[src/rtl/dm_wait_ram.sv]
// dm_wait_ram: parametrised data memory with req/ready handshake, wait states, post-reset clear and range error.
// Optional DM_WRITE_READBACK_EN: in-range writes also load dout with the written data.
module dm_wait_ram #(
  parameter int DW = 16,
  parameter int AW = 8,
  parameter int DEPTH = 16,
  parameter int WAIT_CYCLES = 1
) (
  input  logic          clk,
  input  logic          reset,
  input  logic          req,
  input  logic          we,
  input  logic [AW-1:0] addr,
  input  logic [DW-1:0] din,
  output logic [DW-1:0] dout,
  output logic          ready,
  output logic          err,
  output logic          busy
);
  localparam int CW = DEPTH > 1 ? $clog2(DEPTH) : 1;
`ifdef DM_WRITE_READBACK_EN
  localparam bit RB = 1'b1;
`else
  localparam bit RB = 1'b0;
`endif
  typedef enum logic [1:0] {CLEAR, IDLE, WAIT, DONE} state_t;
  state_t        state_q;
  logic [CW-1:0] clr_cnt_q;
  logic [3:0]    wait_cnt_q;
  logic          we_q;
  logic [AW-1:0] addr_q;
  logic [DW-1:0] din_q;
  logic [DW-1:0] dout_q;
  logic          ready_q;
  logic          err_q;
  logic          busy_q;
  logic [DW-1:0] mem [DEPTH];
  logic          acc_we;
  logic [AW-1:0] acc_addr;
  logic [DW-1:0] acc_din;
  logic [CW-1:0] idx;
  logic          in_range;
  logic          go_done;
  // With zero wait states the access completes straight from IDLE on the live inputs
  assign acc_we   = state_q == IDLE ? we : we_q;
  assign acc_addr = state_q == IDLE ? addr : addr_q;
  assign acc_din  = state_q == IDLE ? din : din_q;
  assign idx      = acc_addr[CW-1:0];
  assign in_range = {1'b0, acc_addr} < (AW+1)'(DEPTH);
  assign go_done  = (state_q == IDLE && req && WAIT_CYCLES == 0) ||
                    (state_q == WAIT && wait_cnt_q == 4'd1);
  always_ff @(posedge clk) begin
    if (state_q == CLEAR) mem[clr_cnt_q] <= '0;
    else if (go_done && acc_we && in_range) mem[idx] <= acc_din;
  end
  always_ff @(posedge clk or posedge reset) begin
    if (reset) begin
      state_q    <= CLEAR;
      clr_cnt_q  <= '0;
      wait_cnt_q <= '0;
      we_q       <= 1'b0;
      addr_q     <= '0;
      din_q      <= '0;
      dout_q     <= '0;
      ready_q    <= 1'b0;
      err_q      <= 1'b0;
      busy_q     <= 1'b1;
    end else begin
      ready_q <= go_done;
      err_q   <= go_done && !in_range;
      if (go_done && in_range && (!acc_we || RB)) dout_q <= acc_we ? acc_din : mem[idx];
      case (state_q)
        CLEAR: begin
          if (clr_cnt_q == CW'(DEPTH-1)) begin
            state_q <= IDLE;
            busy_q  <= 1'b0;
          end else clr_cnt_q <= clr_cnt_q + 1'b1;
        end
        IDLE: begin
          if (req) begin
            we_q       <= we;
            addr_q     <= addr;
            din_q      <= din;
            wait_cnt_q <= 4'(WAIT_CYCLES);
            state_q    <= WAIT_CYCLES == 0 ? DONE : WAIT;
          end
        end
        WAIT: begin
          wait_cnt_q <= wait_cnt_q - 1'b1;
          if (wait_cnt_q == 4'd1) state_q <= DONE;
        end
        DONE: state_q <= IDLE;
      endcase
    end
  end
  assign dout  = dout_q;
  assign ready = ready_q;
  assign err   = err_q;
  assign busy  = busy_q;
endmodule

[config.mk]
export PLATFORM = sky130hd
export DESIGN_NAME = dm_wait_ram
export DESIGN_NICKNAME = d
export VERILOG_FILES = /design/src/rtl/dm_wait_ram.sv
export SDC_FILE = /design/constraint.sdc
export NUM_CORES = 1
export LEC_CHECK = 0
export CAP_MARGIN = 15
export CORE_MARGIN = 3
export CORE_UTILIZATION = 60
export DETAILED_ROUTE_END_ITERATION = 10
export PLACE_DENSITY = 0.79
export SLEW_MARGIN = 20
export SYNTH_ARGS = -nofsm -noshare
export SYNTH_HDL_FRONTEND = slang
export SYNTH_SLANG_ARGS = --single-unit
[constraint.sdc]
create_clock -name clk -period 8.1 [get_ports clk]
set_input_delay 1.62 -clock clk [delete_from_list [all_inputs] [get_ports clk]]
set_output_delay 1.62 -clock clk [all_outputs]
set_load 0.1 [all_outputs]
=== After elaboration in Yosys (flattened, before gate mapping) ===
Memory sizes are Yosys's and may differ from the RTL's. A register that Yosys moved wholly into a read port is not among the register bits.
Cells that the tools add are included.

* Add/subtract/negate cells: 2
* Order comparisons: 1
* Equality and inequality tests: 8
* Mux-type cells: 17
* Bitwise operators: 1
* Reductions and logical operators: 16

{| class="wikitable"
|+ Operators with widths
! operator !! count
|-
| $mux W16 || 2
|-
| $reduce_or A16 Y1 || 1
|-
| $lt A8 B5 Y1 const B || 1
|-
| $mux W4 || 2
|-
| $mux W8 || 1
|-
| $pmux W2 S4 || 1
|-
| $pmux W4 S2 || 1
|-
| $reduce_and A2 Y1 || 4
|-
| $mux W1 || 7
|-
| $logic_and A1 B1 Y1 || 6
|-
| $mux W2 || 3
|-
| $add A4 B1 Y4 const B || 1
|-
| $eq A2 B2 Y1 const B || 2
|-
| $eq A4 B1 Y1 const B || 1
|-
| $eq A4 B4 Y1 const B || 1
|-
| $ne A2 B1 Y1 const B || 2
|-
| $sub A4 B1 Y4 const B || 1
|-
| $reduce_and A3 Y1 || 1
|-
| $eq A2 B1 Y1 const B || 1
|-
| $logic_not A1 Y1 || 2
|-
| $logic_not A2 Y1 || 1
|-
| $ne A2 B2 Y1 const B || 1
|-
| $reduce_bool A2 Y1 || 1
|-
| $not A1 Y1 || 1
|}

* Register bits: 38
* RAM bits: 256
* Input bits: 28
* Output and inout port bits: 19
* Memories kept: 1

{| class="wikitable"
|+ Memory list
! memory !! depth !! bits a word !! read ports !! clocked after memory_dff !! write ports !! RTL line !! source
|-
| mem || 16 || 16 || 1 || 1 || 1 || 37 || <nowiki>logic [DW-1:0] mem [DEPTH];</nowiki>
|}

=== Longest topological paths before layout ===
Gate-level depths: netlist of the first run.

* Depth after elaboration: 9
* Depth in mapped cells: 11
* Mapped depth without buffers: 7

=== Worst setup path before layout of the first run ===
OpenSTA, ideal clock, no wires.

* Path kind: input to register
* Start point: input port addr[7]
* End point: memory mem[10][0] (enable)
* Data arrival time: 3886 ps
* Path slack: 3819 ps
* Stages: 6
* Buffers on the path: 1
* Cells stage by stage: nor4_1 -> mux2i_1 -> or4b_1 -> buf_2 -> or2_2 -> o22ai_1

* Word-level cells in the longest chain between the ends: 8

{| class="wikitable"
|+ Ends and longest elaborated chain
! element !! RTL line !! source
|-
| from (decl) || 13 || <nowiki>input logic [AW-1:0] addr,</nowiki>
|-
| $mux W8 (*) || 46 || <nowiki>assign acc_addr = state_q == IDLE ? addr : addr_q;</nowiki>
|-
| $lt A8 B5 Y1 (*) || 49 || <nowiki>assign in_range = {1'b0, acc_addr} < (AW+1)'(DEPTH);</nowiki>
|-
| $logic_and A1 B1 Y1 (*) || 54 || <nowiki>else if (go_done && acc_we && in_range) mem[idx] <= acc_din;</nowiki>
|-
| $mux W1 (*) || 54 ||
|-
| $mux W1 (*) || 53 || <nowiki>if (state_q == CLEAR) mem[clr_cnt_q] <= '0;</nowiki>
|-
| $mux W1 (not written as such) (*) || 54 ||
|-
| $reduce_or A16 Y1 (no line) || -- ||
|-
| $mux W4 (no line) / $mux W1 (equally long branches) || -- ||
|-
| to (decl) || 37 ||
|}

Mark *: on every way between the ends. The rest lies on a longest branch, timed or not.

=== Final worst setup path of the first run ===
* Start point: input port addr[6]
* End point: memory mem[15][6] (enable)

The elaborated chain is that of the path after synthesis.

==> results of run 1 <==
==> area by class of cell <==
| cell class | count | share of cell area [%] |
|---|---|---|
| clock inverter | 15 | 1.14 |
| timing repair buffer | 66 | 4.28 |
| sequential | 310 | 63.4 |
| inverter | 8 | 0.211 |
| clock buffer | 39 | 5.64 |
| multi-input combinational | 351 | 23.0 |
| tap | 265 | 2.33 |
==> through the flow <==
step                      power [mW]  utilization, %  instances
after floorplan                 3.34               -        706
after global placement          3.75            66.7       1000
after detailed placement        3.82            66.7       1000
after CTS                       5.17            71.5       1054
after global routing            5.37            71.6       1054
final                           5.16            71.6       1054
==> power by group through the flow <==
stage | clock network [mW] | logic, mW | registers, mW
floorplan | 0 | 1.07 | 2.27
finish | 1.36 | 1.75 | 2.06
global placement | 0 | 1.69 | 2.07
detailed placement | 0 | 1.74 | 2.09
global route | 1.43 | 1.85 | 2.08
CTS | 1.37 | 1.75 | 2.06
==> layer usage <==
metal,vias to the layer above,routed length [um]
met5,-,0
met4,0,945
met3,56,2520
met2,360,13600
met1,3532,10800
li1,2937,-
==> synth_stat cells (4+ instances only) <==
library cell    n  area [um^2]
nand2_1        35          131
nor2_1         39          146
ha_1            7         87.6
nand2b_1        6         37.5
or2_2           4         25.0
mux4_2         46         1040
a21oi_1        31          155
mux2_2         28          315
mux2i_1        47          470
nor3b_1         4         30.0
o21ai_0        12         60.1
clkbuf_1       24         90.1
a31oi_1        11         68.8
a2111oi_0       6         52.6
inv_1           8         30.0
a22oi_1        15          113
dfrtp_1        53         1330
o22ai_1        27          169
edfxtp_1      256         7690
buf_2          10         50.1
==> logic make-up (layout without fill, tap and decap cells) <==
logic type	count (synthesis)	in the layout	share of synthesized area, %
and+or+nand+nor	109	109	4.13
AOI/OAI and AO/OA	112	112	5.69
adders and majority gates	7	7	0.706
xor gates and xnor gates	1	1	0.0706
muxes	122	122	14.8
DFF	310	310	72.9
buffers and inverters	45	128	1.71
==> worst paths after layout <==
check / end / slack (ns) / depth (start not counted)
min in group asynchronous: wait_cnt_q[1] / 1.62 / 3
hold reg to reg: busy / 0.47 / 1
setup / recovery: mem[15][6] / 3.39 / 6
max in group asynchronous: dout[2] / 5.98 / 3
hold / removal: busy / 0.47 / 1
setup reg to reg: mem[15][6] / 4.13 / 7
==> sequential cells by signal, indices dropped and copies added (netlist names) <==
| register | count |
|---|---|
| mem | 256 |
| dout | 16 |
| we_q | 1 |
| ready | 1 |
| addr_q | 8 |
| err | 1 |
| clr_cnt_q | 4 |
| wait_cnt_q | 4 |
| busy | 1 |
| state_q | 2 |
| din_q | 16 |
==> summary.txt, run 1 <==
Clocking
  – Hold-fix buffers at CTS: 0
  – Worst skew pair latency: between 0.5 and 0.6 ns
  – Number of buffers created by CTS: 29
  – Clock buffer depth: 3
  – Root buffer selected by CTS: clkbuf_16
  – PostCTS Resize Cnt: 0
  – TritonCTS clock tree: yes
  – Post-CTS clock slew at the launch and capture registers of the worst setup and hold paths: around 0.06 ns
  – Post-CTS setup repair buffer count: 0
  – Total clock sinks: between 300 and 400
  – Depth of the CTS H-tree: 1

Setup path
  – Slowest stage cell on the critical path: or4b_1
  – Critical path launch point: addr[6]
  – Critical path required time: roughly 8.3 ns
  – Data arrival time of the critical path: approximately 4.9 ns
  – Setup CP Type: input port to flip-flop
  – Maximum single-stage delay on the critical path: a little under 0.9 ns
  – Worst-path cell chain: clkdlybuf4s50_1, nor4_1, mux2i_1, or4b_1, or3_1, o22ai_2
  – Kind of cell adding the most delay to the critical path: simple AND/OR/NAND/NOR gates
  – Buf+Inv Stages, Crit Path: 1
  – FF-to-FF Start: state_q[1]
  – Maximum net fanout on the critical path: 20
  – Category of the worst setup path capture point: flip-flop
  – Worst Setup Start Kind: input port

Hold path
  – Hold wc startpoint: busy
  – Worst min-delay path category: flip-flop to flip-flop

Place
  – Number of buffers inserted by port buffering: 46
  – Worst slack at placement: 2.98 ns
  – RD Place Congestion: 0.964
  – Half-perimeter wire length of the detailed placement result: 17600 um
  – Instance area after placement: about 0.013 mm^2

Power
  – Peak ir drop on the vdd network: approximately 0.00024 V
  – Net switching power: 1.78 mW
  – Part of the total power dissipated in the clock network: between 20% and 30%
  – Pleak: ~4.6 nW
  – Total power divided by cell area: 362 mW/mm^2
  – Switching fraction of total power: between 30 and 40%
  – Combinational share of power: between 30 and 40%
  – Flop pwr share: around 40%
  – Internal power component: around 3.4 mW

STA
  – Setup-violating endpoint count in the final report: 0
  – Final total negative setup slack: 0 ns
  – Worst Max-Slew Pin Slew: 1.14 ns
  – Worst setup margin: 3.39 ns
  – Relative slew slack: roughly a quarter
  – Tcrit/Tclk final: between 50% and 60%
  – Max-slew violation count: 0
  – Fin crit period: between 4 and 5 ns
  – Top achievable clock speed: approximately 0.21 GHz
  – Unrepaired setup endpoints after global routing: no
  – Hold slack: around 0.47 ns
  – Hold Violations, Final: 0
  – Clock Skew: between 0.01 and 0.015 ns

Global route
  – GRT Util Overall: 25.8%
  – Global Route met2 Usage: 41.4%
  – Number of antenna violations at the first check in global routing: 0
  – Via count of the first global-routing pass: ~7000
  – M1 GR Usage: between 30% and 40%
  – Maximum number of pins on one net before global-route repair: 72
  – Total congestion overflow after global routing: 0
  – M3 GR Usage: approximately 4.9%
  – Routing layer with the top usage in global route: met2
  – Wire length of the first global-routing pass: between 40000 and 50000 um

Layout
  – Commonest cells after routing, fill and taps aside: edfxtp_1 (256), dfrtp_1 (53), mux2i_1 (47), mux4_2 (46), clkdlybuf4s50_1 (46)
  – Antenna diode count: 0
  – Final #Nets: roughly 800
  – Share of post-route cells with drive strength above 1: 21.5%
  – Non-Filler Cell Area, Final: between 0.01 and 0.015 mm^2
  – Area growth from synthesis to layout: 14.9%
  – Register Area: 0.00904 mm^2
  – Area used by multi-input combinational logic: 0.00327 mm^2
  – Filler cell count: 1182
  – Commonest non-fill, non-tap cell in the layout: edfxtp_1

Floorplanning
  – Y dimension of the die: between 100 and 150 um
  – Effective utilization at floorplan: 62.3%
  – Count of boundary I/O pins: between 40 and 50
  – Die W: around 150 um
  – Die area: around 0.022 mm^2
  – CORE AREA: about 0.020 mm^2
  – Std cell rows: around 50

Yosys
  – Flip-flop cell with the highest count after synthesis: edfxtp_1
  – EDFF count, synth: 256
  – Proportion of register bits with asynchronous set or reset after synthesis: 17.4%
  – Synthesized flop and latch total: 310
  – Cell Area, Synth: about 0.012 mm^2
  – Mean area per synthesized cell: between 15 and 20 um^2
  – Cell variety after synth: 43
  – Net count after synthesis: 741
  – Number of warnings issued by yosys: 0
  – Portion of the post-synthesis area used by sequential elements: 72.9%
  – Instance count of the mapped netlist: 706

Routing
  – Avg WL per Cell: about 26 um
  – WL final: about 28000 um
  – Number of design rule violations left after detail routing: 0
  – Overall via count from detail_route: 6885
  – Final ANT Viol Nets: 0
  – Number of iterations in the first detailed-routing pass: 4
  – Initial DRC count: slightly below 800
  – Routed via count divided by cell count: between 6 and 7

Outcome
  – Status: finished clean

Flow run
  – Maxcap violations: 0
No activity file was read; power rests on OpenSTA's default activity.
==> run 2, diff against run 1 <==
CORE_UTILIZATION = 55   (was 60)
PLACE_DENSITY = 0.76   (was 0.79)
clock period = 4.01 ns   (was 8.1 ns; I/O delays follow)
==> run 2 against run 1 <==
Compared with the run above:
- die area rose by 8.7%
- clock power rose by 110%
- global-route usage fell by 3.8 points
- non-clock buffer count rose by 26
- hold slack got worse by 0.0017 ns
- wire length fell by 6.0%
- register-to-register slack got worse by 3.5 ns
- setup slack got worse by 2.7 ns
- sequential power rose by 100%
- power rose by 100%
- cell area rose by 1.9%
- critical path type is now flip-flop to flip-flop
- largest cell class unchanged
- largest power group unchanged
==> summary.txt, run 2 (synthesis results as in run 1) <==
Hold path
  – Endpoint of the worst hold-timing path: busy
  – Worst min-delay path category: flip-flop to flip-flop
  – Hold depth: 1
  – Hold wc startpoint: busy

Setup path
  – Count of cells along the worst register-to-register path: 7
  – Data arrival time of the critical path: ~3.7 ns
  – Slack of the worst reg-to-reg path: between 0.6 and 0.7 ns
  – Category of the worst setup path capture point: flip-flop
  – Critical path required time: 4.41 ns
  – Capture point of the worst reg-to-reg path: dout[3]
  – Setup CP Type: flip-flop to flip-flop
  – FF-to-FF Start: state_q[1]
  – Maximum net fanout on the critical path: 32
  – Worst Setup Start Kind: flip-flop

Global route
  – Number of antenna violations at the first check in global routing: 1
  – Total congestion overflow after global routing: 0
  – Wire length of the first global-routing pass: 40800 um
  – GRT Util Overall: a little over a fifth
  – Via count of the first global-routing pass: approximately 7000
  – Maximum number of pins on one net before global-route repair: between 40 and 50

Floorplanning
  – Die area: 0.0244 mm^2
  – Count of boundary I/O pins: between 40 and 50
  – Std cell rows: 54
  – Effective utilization at floorplan: a little under three fifths
  – CORE AREA: 0.0220 mm^2
  – Y dimension of the die: between 150 and 200 um
  – Die W: 156 um

Clocking
  – Total clock sinks: a little over 300
  – PostCTS Resize Cnt: 0
  – Post-CTS clock slew at the launch and capture registers of the worst setup and hold paths: 0.06 ns
  – Depth of the CTS H-tree: 1
  – Hold-fix buffers at CTS: 0
  – Root buffer selected by CTS: clkbuf_16
  – Number of buffers created by CTS: 30
  – Worst skew pair latency: 0.55 ns
  – Post-CTS setup repair buffer count: 0
  – TritonCTS clock tree: yes
  – Clock buffer depth: 3

Power
  – Pleak: between 4 and 5 nW
  – Total power divided by cell area: around 700 mW/mm^2
  – Peak ir drop on the vdd network: 0.000453 V
  – Tot Pwr: between 10 and 15 mW

Layout
  – Commonest cells after routing, fill and taps aside: edfxtp_1 (256), dfrtp_1 (53), mux2i_1 (47), mux4_2 (46), clkdlybuf4s50_1 (46)
  – Commonest non-fill, non-tap cell in the layout: edfxtp_1
  – Area growth from synthesis to layout: 17.1%
  – Final #Nets: between 800 and 900
  – Antenna diode count: 0
  – Share of post-route cells with drive strength above 1: between 20% and 30%
  – Register Area: 0.00904 mm^2
  – Non-Filler Cell Area, Final: ~0.015 mm^2
  – Flip-flop count of the largest register after layout: 256
  – Area used by multi-input combinational logic: 0.00324 mm^2
  – Filler cell count: 1436
  – Reg with most FFs: mem

Routing
  – Initial DRC count: around 770
  – Number of iterations in the first detailed-routing pass: 5
  – Final ANT Viol Nets: 0
  – Avg WL per Cell: roughly 24 um
  – Overall via count from detail_route: between 6000 and 7000
  – Routed via count divided by cell count: 6.24
  – WL final: approximately 26000 um
  – Number of design rule violations left after detail routing: 0

STA
  – Setup-violating endpoint count in the final report: 0
  – Worst Max-Slew Pin Slew: about 1.1 ns
  – Clock Skew: about 0.018 ns
  – Fin crit period: ~3.3 ns
  – Unrepaired setup endpoints after global routing: no
  – Final total negative setup slack: 0 ns
  – Tcrit/Tclk final: 83.1%
  – Top achievable clock speed: approximately 0.3 GHz
  – Max-slew violation count: 0
  – Relative slew slack: between 20 and 30%
  – Hold Violations, Final: 0

Flow run
  – Maxcap violations: 0

Place
  – Instance area after placement: approximately 0.014 mm^2
  – Half-perimeter wire length of the detailed placement result: 17000 um
  – RD Place Congestion: slightly below 0.9
  – Number of buffers inserted by port buffering: 46

Outcome
  – Status: finished clean
-- run 2: cell count changes in the layout (fill, tap and decap cells not counted), moves of 3 or more --
| cell | change |
|---|---|
| clkbuf_8 | -4 |
| o22ai_2 | -4 |
| clkinv_1 | +4 |
| buf_4 | +21 |
| clkbuf_1 | -3 |
| buf_12 | +5 |
| o22ai_1 | +4 |
-- run 2: power breakdown --
group / leakage [nW] / internal (mW) / switching (mW)
Combinational: 1.56 / 1.41 / 2.13
Sequential: 2.68 / 3.89 / 0.240
Clock: 0.481 / 1.61 / 1.17
Total: 4.73 / 6.91 / 3.54
-- run 2: through the flow --
step	worst slack (ns)	std cells	utilization, %	hold slack, ns
global placement	0.425	1041	61.6	0.452
detailed placement	0.336	1041	61.6	0.451
CTS	0.638	1096	66.1	0.463
finish	0.678	1096	66.1	0.464
floorplan	0.547	706	-	0.473
global route	0.387	1096	66.1	0.468
-- run 2: how the worst max path moves through the flow --
stage	depth (start not counted)	slack, ns	startpoint	end
2_1_floorplan	6	0.55	addr[7]	mem[10][0]
6_report	7	0.68	state_q[1]	dout[3]
3_3_place_gp	7	0.42	addr[7]	mem[15][15]
5_1_grt	7	0.39	state_q[1]	dout[1]
3_5_place_dp	7	0.34	addr[7]	mem[15][0]
4_1_cts	7	0.64	state_q[1]	dout[5]
-- run 2: cell type report --
| cell class | instances | area share (%) |
|---|---|---|
| inverters | 8 | 0.207 |
| flip-flops and latches | 310 | 62.3 |
| multi-input cells | 351 | 22.3 |
| well taps | 280 | 2.41 |
| clock inverters | 21 | 1.40 |
| clock buffers | 34 | 5.42 |
| repair buffers | 92 | 5.98 |
-- run 2: critical path: stages (launching register included) --
cell,delay [ns]
dfrtp_1,0.40
inv_1,0.11
ha_2,0.65
mux2_4,0.67
buf_4,0.44
mux4_2,0.56
a22oi_1,0.23
a21oi_1,0.11
-- run 2: routing by layer --
layer  up-vias  share of wire, %  GRT usage (%)  wire length (um)
met4         2               2.5           6.67               642
met2       304                49           35.6             12800
met1      3474                40           31.3             10600
li1       2995                 -              -                 -
met3        61               8.1           3.66              2130
met5         -             0.076              0                20
==> run 3, diff against run 2 <==
clock period = 2.8 ns   (was 4.01 ns; I/O delays follow)
==> run 3 against run 2 <==
Compared with the run above:
- hold slack lost 0.091 ns
- count of clock-buffer cells in the layout grew 15
- register-to-register slack lost 0.61 ns
- global-route usage grew 2.3 points
- setup slack lost 0.61 ns
- fmax grew 22%
- largest power group unchanged
==> summary.txt, run 3 (synthesis results as in run 1) <==
Outcome
  – Status: finished clean

Clocking
  – Worst skew pair latency: 0.55 ns
  – Root buffer selected by CTS: clkbuf_16
  – Clock buffer depth: 3
  – Hold-fix buffers at CTS: 0
  – TritonCTS clock tree: yes
  – Number of buffers created by CTS: 30
  – Total clock sinks: a little over 300
  – Depth of the CTS H-tree: 1
  – Post-CTS clock slew at the launch and capture registers of the worst setup and hold paths: 0.06 ns

STA
  – Relative slew slack: a little over three fifths
  – Fin crit period: 2.73 ns
  – Hold Violations, Final: 0
  – Clock Skew: approximately 0.011 ns
  – Worst setup margin: approximately 0.066 ns
  – Max-slew violation count: 0
  – Setup-violating endpoint count in the final report: 0
  – Top achievable clock speed: 0.366 GHz
  – Worst Max-Slew Pin Slew: between 0.5 and 0.6 ns
  – Tcrit/Tclk final: between 90% and 100%

Setup path
  – Slack of the worst reg-to-reg path: about 0.066 ns
  – Category of the worst setup path capture point: flip-flop
  – Data arrival time of the critical path: between 3 and 4 ns
  – Worst Setup Start Kind: flip-flop
  – Path length in cells of the critical path: 10
  – Buf+Inv Stages, Crit Path: 4
  – CP most frequent cell: buf_4
  – Worst-path cell chain: inv_1, ha_2, buf_4, buf_4, mux2i_2, o21ai_0, a21oi_1, a2111oi_4, buf_4, a21oi_1
  – Maximum net fanout on the critical path: 12
  – Slowest stage cell on the critical path: mux2i_2
  – Critical path required time: ~3.3 ns
  – Setup CP Type: flip-flop to flip-flop
  – Kind of cell adding the most delay to the critical path: compound AO/OA/AOI/OAI gates
  – Count of cells along the worst register-to-register path: 10
  – Maximum single-stage delay on the critical path: 0.41 ns

Power
  – Total power divided by cell area: around 1000 mW/mm^2
  – Peak ir drop on the vdd network: between 0.0007 and 0.0008 V
  – Tot Pwr: between 15 and 20 mW
  – Pleak: roughly 5.0 nW

Place
  – Half-perimeter wire length of the detailed placement result: 19000 um
  – Number of buffers inserted by port buffering: 46
  – RD Place Congestion: 0.940
  – Number of instances in the placed design: between 1000 and 1500
  – Worst slack at placement: -0.613 ns

Flow run
  – Maxcap violations: 0

Layout
  – Commonest non-fill, non-tap cell in the layout: edfxtp_1
  – Filler cell count: 1296
  – Commonest cells after routing, fill and taps aside: edfxtp_1 (256), buf_4 (63), dfrtp_1 (53), mux4_2 (46), mux2i_1 (45)
  – Reg with most FFs: mem
  – Number of non-filler instances in the completed layout: 1128
  – Share of post-route cells with drive strength above 1: just under 30%
  – Flip-flop count of the largest register after layout: ~260
  – Antenna diode count: 0
  – Area growth from synthesis to layout: 23.1%
  – Final #Nets: 859

Global route
  – GRT Util Overall: approximately a quarter
  – Wire length of the first global-routing pass: between 40000 and 50000 um
  – Via count of the first global-routing pass: 7205
  – Number of antenna violations at the first check in global routing: 0
  – Maximum number of pins on one net before global-route repair: 39
  – Total congestion overflow after global routing: 0

Routing
  – Number of design rule violations left after detail routing: 0
  – Final ANT Viol Nets: 0
  – Routed via count divided by cell count: slightly above 6
  – Avg WL per Cell: between 20 and 30 um
  – Overall via count from detail_route: roughly 7000
  – WL final: roughly 30000 um
  – Initial DRC count: between 800 and 900
  – Number of iterations in the first detailed-routing pass: 5

Hold path
  – Worst min-delay path category: input port to asynchronous set/reset pin

Floorplanning
  – CORE AREA: between 0.02 and 0.025 mm^2
  – Count of boundary I/O pins: 47
  – Std cell rows: 54
  – Effective utilization at floorplan: 56.5%
  – Y dimension of the die: between 150 and 200 um
  – Die area: between 0.02 and 0.025 mm^2
  – Die W: ~160 um
==> run 3: changes by cell type in the layout (fill, tap and decap cells not counted), moves of 4 or more <==
cell	change
a2111oi_0	-5
buf_12	+26
buf_4	+22
clkbuf_1	+12
clkdlybuf4s50_1	-19
clkinv_1	-6
o22ai_1	-4
o22ai_4	+6
==> run 3: through the flow <==
stage / hold WS [ns] / util (%) / instance area, um^2 / TNS (ns)
2_1_floorplan: 0.473 / - / 12500 / -36.88
3_3_place_gp: 0.458 / 64.3 / 14100 / -132.23
3_5_place_dp: 0.461 / 64.3 / 14100 / -171.79
4_1_cts: 0.382 / 69.1 / 15200 / 0
5_1_grt: 0.395 / 69.5 / 15300 / -0.0239
6_report: 0.373 / 69.5 / 15300 / 0
==> run 3: cell type report <==
type                            instances  area, um^2  area share [%]
Sequential cell                       310        9040            59.2
Multi-Input combinational cell        351        3410            22.3
Timing Repair Buffer                  123        1400            9.19
Clock buffer                           49         873            5.72
Tap cell                              280         350            2.29
Clock inverter                          7         160            1.05
Inverter                                8        30.0           0.197
==> run 3: path summary, 6_finish.rpt <==
check | startpoint | end
max | state_q[1] | dout[7]
min | reset | dout[4]
max reg2reg | state_q[1] | dout[7]
min reg2reg | busy | busy
max in group asynchronous | reset | busy
min in group clk | busy | busy
==> run 3: report_power, final <==
group | total (mW) | internal [mW] | switching [mW]
sequential | 5.96 | 5.58 | 0.378
clock | 4.17 | 2.58 | 1.59
combinational | 5.65 | 2.32 | 3.33
total | 15.8 | 10.5 | 5.30
==> run 3: per-layer routing <==
metal / up-vias / global-route usage, % / part of all wire [%]
met5: - / 0 / 0
met2: 355 / 39.4 / 48
li1: 3051 / - / -
met4: 0 / 11.1 / 5.0
met3: 83 / 4.44 / 7.9
met1: 3526 / 32.5 / 39
==> run 3: timing repair <==
| item | in CTS | in global routing |
|---|---|---|
| pin swaps | 0 | 1 |
| setup buffers | 0 | 0 |
| setup endpoints to repair | 53 | 267 |
| resized for setup | 7 | 20 |
